### src/rtl/instr_fetch_unit.sv
// instr_fetch_unit: fetch stage ahead of the decoder.
// Keeps the PC and has at most one instruction-memory request outstanding
// (req/gnt/rvalid). It holds the fetched word for decode (valid/ready) and
// redirects on taken branches, JAL and JALR.
// Build option: define IFU_MISALIGN_CHK_EN to make a misaligned redirect target
// latch misaligned_err and park the unit in HALT. Without it, target[1:0] is
// forced to 00 and misaligned_err is tied low.
module instr_fetch_unit #(
  parameter int              XLEN     = 32,
  parameter logic [XLEN-1:0] RESET_PC = '0
) (
  input  logic            clk,
  input  logic            rst_n,
  output logic            imem_req,
  output logic [XLEN-1:0] imem_addr,
  input  logic            imem_gnt,
  input  logic            imem_rvalid,
  input  logic [XLEN-1:0] imem_rdata,
  output logic            instr_valid,
  input  logic            instr_ready,
  output logic [XLEN-1:0] instr,
  output logic [XLEN-1:0] instr_pc,
  output logic [XLEN-1:0] instr_pc_plus4,
  input  logic            ex_branch,
  input  logic            ex_zero,
  input  logic [1:0]      ex_j,
  input  logic [XLEN-1:0] ex_pc_target,
  input  logic [XLEN-1:0] ex_alu_result,
  output logic            misaligned_err
);

  typedef enum logic [1:0] {REQ, WAIT, HOLD, HALT} state_e;

  state_e          state_q;
  logic [XLEN-1:0] pc_q;
  logic            drop_q;
  logic            req_q;
  logic            valid_q;
  logic [XLEN-1:0] instr_q;
  logic [XLEN-1:0] instr_pc_q;
  logic [XLEN-1:0] instr_pc_plus4_q;

  logic            redirect_d;
  logic [XLEN-1:0] raw_target_d;
  logic [XLEN-1:0] target_d;
  logic [XLEN-1:0] pc_plus4_d;
`ifdef IFU_MISALIGN_CHK_EN
  logic            err_q;
  logic            misalign_d;
`endif

  // Redirect decode and target selection from the execute-stage control.
  // NOTE: every signal written in always_comb gets a value on every path, so no latch is inferred.
  always_comb begin
    redirect_d   = (ex_branch & ex_zero) | (ex_j == 2'b01) | (ex_j == 2'b10);
    raw_target_d = (ex_j == 2'b10) ? (ex_alu_result & ~XLEN'(1)) : ex_pc_target;
    pc_plus4_d   = pc_q + XLEN'(4);
`ifdef IFU_MISALIGN_CHK_EN
    target_d     = raw_target_d;
    misalign_d   = redirect_d & (raw_target_d[1:0] != 2'b00);
`else
    target_d     = raw_target_d & ~XLEN'(3);
`endif
  end

  // Fetch FSM: PC, request, drop bookkeeping and the registered decode outputs.
  // NOTE: all state here uses non-blocking assignments so every register sees pre-edge values.
  always_ff @(posedge clk) begin
    if (!rst_n) begin
      state_q          <= REQ;
      pc_q             <= RESET_PC;
      drop_q           <= 1'b0;
      req_q            <= 1'b1;
      valid_q          <= 1'b0;
      // NOTE: the instruction datapath is reset because decode must see zeros after reset.
      instr_q          <= '0;
      instr_pc_q       <= '0;
      instr_pc_plus4_q <= '0;
`ifdef IFU_MISALIGN_CHK_EN
      err_q            <= 1'b0;
`endif
    end else begin
`ifdef IFU_MISALIGN_CHK_EN
      if (state_q != HALT && misalign_d) begin
        err_q   <= 1'b1;
        state_q <= HALT;
        req_q   <= 1'b0;
        valid_q <= 1'b0;
      end else
`endif
      case (state_q)
        REQ: begin
          if (redirect_d) begin
            pc_q <= target_d;
            if (imem_gnt) begin
              // The granted fetch is for the old PC: discard its data later.
              drop_q  <= 1'b1;
              state_q <= WAIT;
              req_q   <= 1'b0;
            end
          end else if (imem_gnt) begin
            state_q <= WAIT;
            req_q   <= 1'b0;
          end
        end
        WAIT: begin
          if (imem_rvalid) begin
            if (drop_q || redirect_d) begin
              if (redirect_d) pc_q <= target_d;
              drop_q  <= 1'b0;
              state_q <= REQ;
              req_q   <= 1'b1;
            end else begin
              instr_q          <= imem_rdata;
              instr_pc_q       <= pc_q;
              instr_pc_plus4_q <= pc_plus4_d;
              state_q          <= HOLD;
              valid_q          <= 1'b1;
            end
          end else if (redirect_d) begin
            pc_q   <= target_d;
            drop_q <= 1'b1;
          end
        end
        HOLD: begin
          // A redirect wins over a same-cycle accept: the held instruction is squashed.
          if (redirect_d) begin
            pc_q    <= target_d;
            state_q <= REQ;
            req_q   <= 1'b1;
            valid_q <= 1'b0;
          end else if (instr_ready) begin
            pc_q    <= pc_plus4_d;
            state_q <= REQ;
            req_q   <= 1'b1;
            valid_q <= 1'b0;
          end
        end
        HALT: begin
          state_q <= HALT;
        end
        default: begin
          state_q <= REQ;
        end
      endcase
    end
  end

  assign imem_req       = req_q;
  assign imem_addr      = pc_q;
  assign instr_valid    = valid_q;
  assign instr          = instr_q;
  assign instr_pc       = instr_pc_q;
  assign instr_pc_plus4 = instr_pc_plus4_q;
`ifdef IFU_MISALIGN_CHK_EN
  assign misaligned_err = err_q;
`else
  assign misaligned_err = 1'b0;
`endif

endmodule
### config.mk
export PLATFORM = sky130hd
export DESIGN_NAME = instr_fetch_unit
export DESIGN_NICKNAME = d
export VERILOG_FILES = /design/src/rtl/instr_fetch_unit.sv
export SDC_FILE = /design/constraint.sdc
export NUM_CORES = 1
export LEC_CHECK = 0
export CAP_MARGIN = 20
export CORE_ASPECT_RATIO = 1.4
export CORE_MARGIN = 5
export CORE_UTILIZATION = 45
export DETAILED_ROUTE_END_ITERATION = 16
export GPL_TIMING_DRIVEN = 0
export PLACE_DENSITY_LB_ADDON = 0.12
export SLEW_MARGIN = 0
export SYNTH_ARGS = -nofsm -noshare
export SYNTH_HDL_FRONTEND = slang
export SYNTH_SLANG_ARGS = --single-unit
### constraint.sdc
create_clock -name clk -period 3.6 [get_ports clk]
set_clock_uncertainty 0.15 [all_clocks]
set_input_delay 0.72 -clock clk [delete_from_list [all_inputs] [get_ports clk]]
set_output_delay 0.72 -clock clk [all_outputs]
set_load 0.01 [all_outputs]
Word level (Yosys, flattened, before mapping)
Index checks and enable logic that the tools add are counted.

word-level totals
  bits in registers = 133
  bits in latches = 0
  bits in writable memories = 0
  ROM bits = 0
  input port bits = 105
  output and inout bits = 131
  memories kept = 0

operators by class
  add/sub/neg operators = 1
  $mul = 0
  divide/modulo/power cells = 0
  order comparisons = 0
  eq/ne operators = 13
  shift-type cells = 0
  mux-type cells = 30
  bitwise gates (word level) = 4
  reduce and logical (&&, ||, !) cells = 11

operators with widths
  kind                   count
  $mux 32                6
  $pmux 32 s3            1
  $add 32x3->32 const B  1
  $mux 1                 14
  $mux 2                 5
  $ne 2x2->1 const B     5
  $reduce_and 5->1       2
  $ne 3x3->1 const B     3
  $reduce_and 3->1       3
  $pmux 2 s4             1
  $eq 2x2->1 const B     3
  $eq 2x1->1 const B     2
  $pmux 1 s2             2
  $reduce_and 4->1       1
  $reduce_bool 2->1      2
  $pmux 1 s3             1
  $reduce_bool 3->1      1
  $logic_not 2->1        1
  $or 1x1->1             2
  $and 1x1->1            1
  $logic_or 1x1->1       1
  $not 1->1              1

Depth between registers and ports, before layout
  word-level depth = 7
  depth in mapped cells = 9

Worst setup path after synthesis
No wires, ideal clock.

  path kind = input -> register
  from = input ex_j[1]
  to = register pc_q[20], in the netlist imem_addr[20]
  library setup time = 0.119 ns
  arrival = 2.204 ns
  required time = 3.331 ns
  slack = 1.127 ns
  cell stages on the path = 6
  path buffers = 2
  cell sequence = xnor2_1 > and3_1 > clkdlybuf4s50_2 > buf_2 > a21oi_1 > o221a_2

on the way
  cells in the longest elaborated chain, start to end = 7
  elaborated cells on any way between the ends = 14
  those cells by class = 4 x eq/ne; 6 x mux; 2 x bitwise; 2 x reduce/logical

ends and longest elaborated chain
  element                   RTL line      text
  from (decl)               26            input logic [1:0] ex_j,
  $eq 2x1->1                55            redirect_d = (ex_branch & ex_zero) | (ex_j == 2'b01) | (ex_j == 2'b10);
  $or 1x1->1 (2 in series)  55
  $mux 32                   93, 109, 120
  $mux 32                   108           if (drop_q || redirect_d) begin
  $mux 32                   107           if (imem_rvalid) begin
  $pmux 32 s3               91            case (state_q)
  to (signal assigned)      94            pc_q <= target_d;
  to (signal assigned)      109           if (redirect_d) pc_q <= target_d;
  to (signal assigned)      121           pc_q <= target_d;
  to (decl)                 35            logic [XLEN-1:0] pc_q;

Parallel ways exist; a longest one is shown, timed or not. The select of a mux whose other input is x is not followed.
A chain may end at the register's enable or synchronous reset.

Worst setup path in the final report
  from = input ex_j[0]
  to = register instr_pc_plus4_q[28], in the netlist instr_pc_plus4[28]

on the way
  cells in the longest elaborated chain, start to end = 6
  elaborated cells on any way between the ends = 7
  those cells by class = 2 x eq/ne; 3 x bitwise; 2 x reduce/logical

ends and longest elaborated chain
  element                              RTL line  text
  $eq 2x1->1                           55
  $or 1x1->1                           55
  $or 1x1->1 *                         55
  $logic_or 1x1->1 *                   108
  $not 1->1 (no source line) *         --
  $reduce_and 3->1 (no source line) *  --
  to (signal assigned)                 116       instr_pc_plus4_q <= pc_plus4_d;
  to (decl)                            41        logic [XLEN-1:0] instr_pc_plus4_q;

Every way passes the cells marked *; elsewhere a longest branch is shown, timed or not.

==> metrics.md <==
| Metric | Value |
|---|---|
| Metal1 wirelength | `8140 um` |
| Max cap viols | `0` |
| Largest net degree at the start of global routing | `17` |
| DIE WIDTH | `between 100 and 150 um` |
| Routed WL per cell | `approximately 18 um` |
| Routed Antenna Nets | `0` |
| N_diodes | `0` |
| Initial antenna violation count | `0` |
| Post-synth top area share | `42.3%` |
| CTS buffer count | `17` |
| CTS max path bufs | `2` |
| Final WS setup | `0.199 ns` |
| GRT Residual Overflow | `0` |
| Warnings from Yosys | `0` |
| Slew @ Worst Pin | `0.790 ns` |
| Starting DRT DRC Count | `348` |
| Vias in the first global route | `roughly 6300` |
| Period Utilization, post-route | `a little over nine tenths` |
| Unique masters post-synth | `59` |
| Min-delay worst type | `reg -> reg` |
| CP Capture Type | `flip-flop` |
| Post-Syn Area | `~0.006 sq mm` |
| Via count | `around 6400` |
| Final Hold Fails | `0` |
| Post-CTS sizing | `0` |
| Most instantiated cells after synthesis | `162 x nand2_1, 127 x dfxtp_1, 101 x a21oi_1, 40 x clkbuf_1, 37 x o21ai_0` |
| Synth top area cells | `dfxtp_1 42%, nand2_1 10%, a21oi_1 8.4%` |
| Post-CTS Setup Inserts | `0` |
| Cts hold-fix bufs | `0` |
| Vias per Instance | `5.39` |
| CTS tree | `built` |
| Maximum VDD drop | `around 0.00034 V` |
| Lkg Pwr | `0.00322 uW` |
| Ys async rst share | `0%` |
| Pwr/cell area | `approximately 430 mW/mm^2` |
| Clock Sinks | `~130` |
| #FFs+latches synth | `127` |
| Count leader, synth | `nand2_1` |
| HPWL after detailed placement | `~16000 um` |
| Top sig layer | `met4` |
| Met3 routed WL | `~1900 um` |
| Drt pass-1 iters | `5` |
| Final slew viol count | `0` |
| Row count | `50` |
| Total wire length | `between 20000 and 25000 um` |
| Full die area | `between 0.015 and 0.02 sq mm` |
| Initial core utilization | `a little under half` |
| Fmax | `a little under 300 MHz` |
| Clk slew on worst S/H paths | `0.05 ns` |
| R2R Setup Slk | `approximately 0.64 ns` |
| Sequential share of the synthesized area | `around 42%` |
| Gp weighted congestion | `approximately 1` |
| # fillers | `roughly 1200` |
| CP Data Arrival Time | `roughly 3.5 ns` |
| IO Pins | `roughly 240` |
| # setup viols final | `0` |
| GRT Overall Usage | `between 20% and 30%` |
| Data required, critical path | `approximately 3.7 ns` |
| IO Port Bufs | `roughly 220` |
| Worst Setup Path Type | `in -> reg` |
| Post-placement worst setup slack | `-0.174 ns` |
| Core area | `between 0.01 and 0.015 sq mm` |
| Root Buffer | `clkbuf_16` |
| CP max FO | `10` |
| Crit path launch type | `primary input` |
| RSZ-0062 raised after global routing | `false` |
| Post-route core utilization | `68.3%` |
| Ys flop type | `dfxtp_1` |
| Total negative slack | `0 ns` |
| Met2 Routed Length | `between 10000 and 15000 um` |
| Fin crit period | `about 3.4 ns` |
| Area leader, netlist | `dfxtp_1` |
| DRC | `0` |
| Layout cells sized above 1 | `6.59%` |
| Skew-Pair Late Insertion Delay | `about 0.42 ns` |
| Die Ht | `147 um` |
| First-pass GRT wire length | `32600 um` |
| Post-Syn Instances | `approximately 740` |
| Status | `completed` |
| Layout net count | `~1100` |
| H-Tree Depth | `4` |
| Area Growth Syn to Fin | `50.7%` |
| Relative slew slack | `a little under half` |
| Syn Area/Cell | `approximately 8.1 sq um` |
| Post-synth EDFFs | `0` |
| Tot Pwr | `about 3900 uW` |
## worst paths after layout
kind | cells past startpoint | from | end
worst max-delay path | 8 | ex_j[0] | instr_pc_plus4[28]
worst min-delay path | 2 | instr[3] | instr[3]
worst max register to register | 8 | state_q[1] | instr_pc_plus4[28]
worst min register to register | 2 | instr[3] | instr[3]
## logic make-up (layout without fill, tap and decap cells)
group	count (synthesis)	after routing	share of synthesized area, %
compound gates	208	208	20.9
simple gates	266	266	20.2
fa+ha+maj	6	6	1.25
buf+inv	78	333	6.55
mux	26	26	4.47
xor+xnor	29	29	4.22
flops	127	127	42.3
other cells	1	7	0.0624
## per-stage QoR
| stage | cell area (sq um) | instances | hold slack [ns] |
|---|---|---|---|
| final | 9060 | 1184 | 0.300 |
| after global routing | 9060 | 1184 | 0.321 |
| after CTS | 9060 | 1184 | 0.303 |
| after detailed placement | 8510 | 1154 | 0.296 |
| after global placement | 8510 | 1153 | 0.290 |
| after floorplan | 6040 | 747 | 0.331 |
## sequential cells by signal, indices dropped and copies added, names as in the netlist
register        flops
instr_pc_plus4     30
imem_addr          30
imem_req            1
instr_pc           30
instr_valid         1
state_q             2
drop_q              1
instr              32
## power by group
| part | internal, uW | switching [uW] |
|---|---|---|
| clock | 1000 | 641 |
| combinational | 349 | 317 |
| sequential | 1480 | 83.2 |
## final cells by class
type,instances,area [sq um],share of cell area (%)
timing repair buffer,225,2250,24.8
multi-input combinational,542,3100,34.2
sequential,127,2540,28.1
inverter,9,33.8,0.373
clock inverter,12,123,1.35
buffer,69,360,3.98
tap,182,228,2.51
clock buffer,18,429,4.74
## critical path, stage by stage
cell and delay [ns]:
clkdlybuf4s50_1 0.44, xnor2_1 0.34, nand2_1 0.18, nor3_1 0.26, clkbuf_1 0.57, buf_2 0.35
buf_1 0.50, a21oi_1 0.15
## cell usage in the layout, fill, tap and decap left out, types with 5 or more instances in the layout
master | netlist | routed
buf_1 | 5 | 5
nor3_1 | 5 | 5
clkbuf_16 | 0 | 17
clkbuf_1 | 40 | 41
buf_2 | 6 | 7
o2bb2ai_1 | 8 | 8
buf_4 | 8 | 8
xor2_1 | 13 | 13
o22ai_1 | 6 | 6
a21oi_1 | 101 | 101
and2_1 | 7 | 7
inv_1 | 9 | 9
nand2_1 | 162 | 162
nand4_1 | 10 | 10
clkinv_2 | 0 | 6
nand3_1 | 15 | 15
dfxtp_1 | 127 | 127
ha_1 | 6 | 6
mux2_2 | 7 | 7
nor2_1 | 31 | 31
and3_1 | 8 | 8
conb_1 | 1 | 7
nand2b_1 | 5 | 5
xnor2_1 | 16 | 16
o21ai_0 | 37 | 37
a211oi_1 | 14 | 14
mux2i_1 | 19 | 19
clkdlybuf4s50_1 | 0 | 224
a32o_1 | 7 | 7
nor2b_1 | 5 | 5
## layer usage
metal	global-route usage, %	vias to the layer above
li1	-	3079
met1	29.6	2977
met2	45.3	282
met3	8.44	40
met4	10.5	0
met5	0	-
Note: power is estimated with default switching activity, not from simulation.
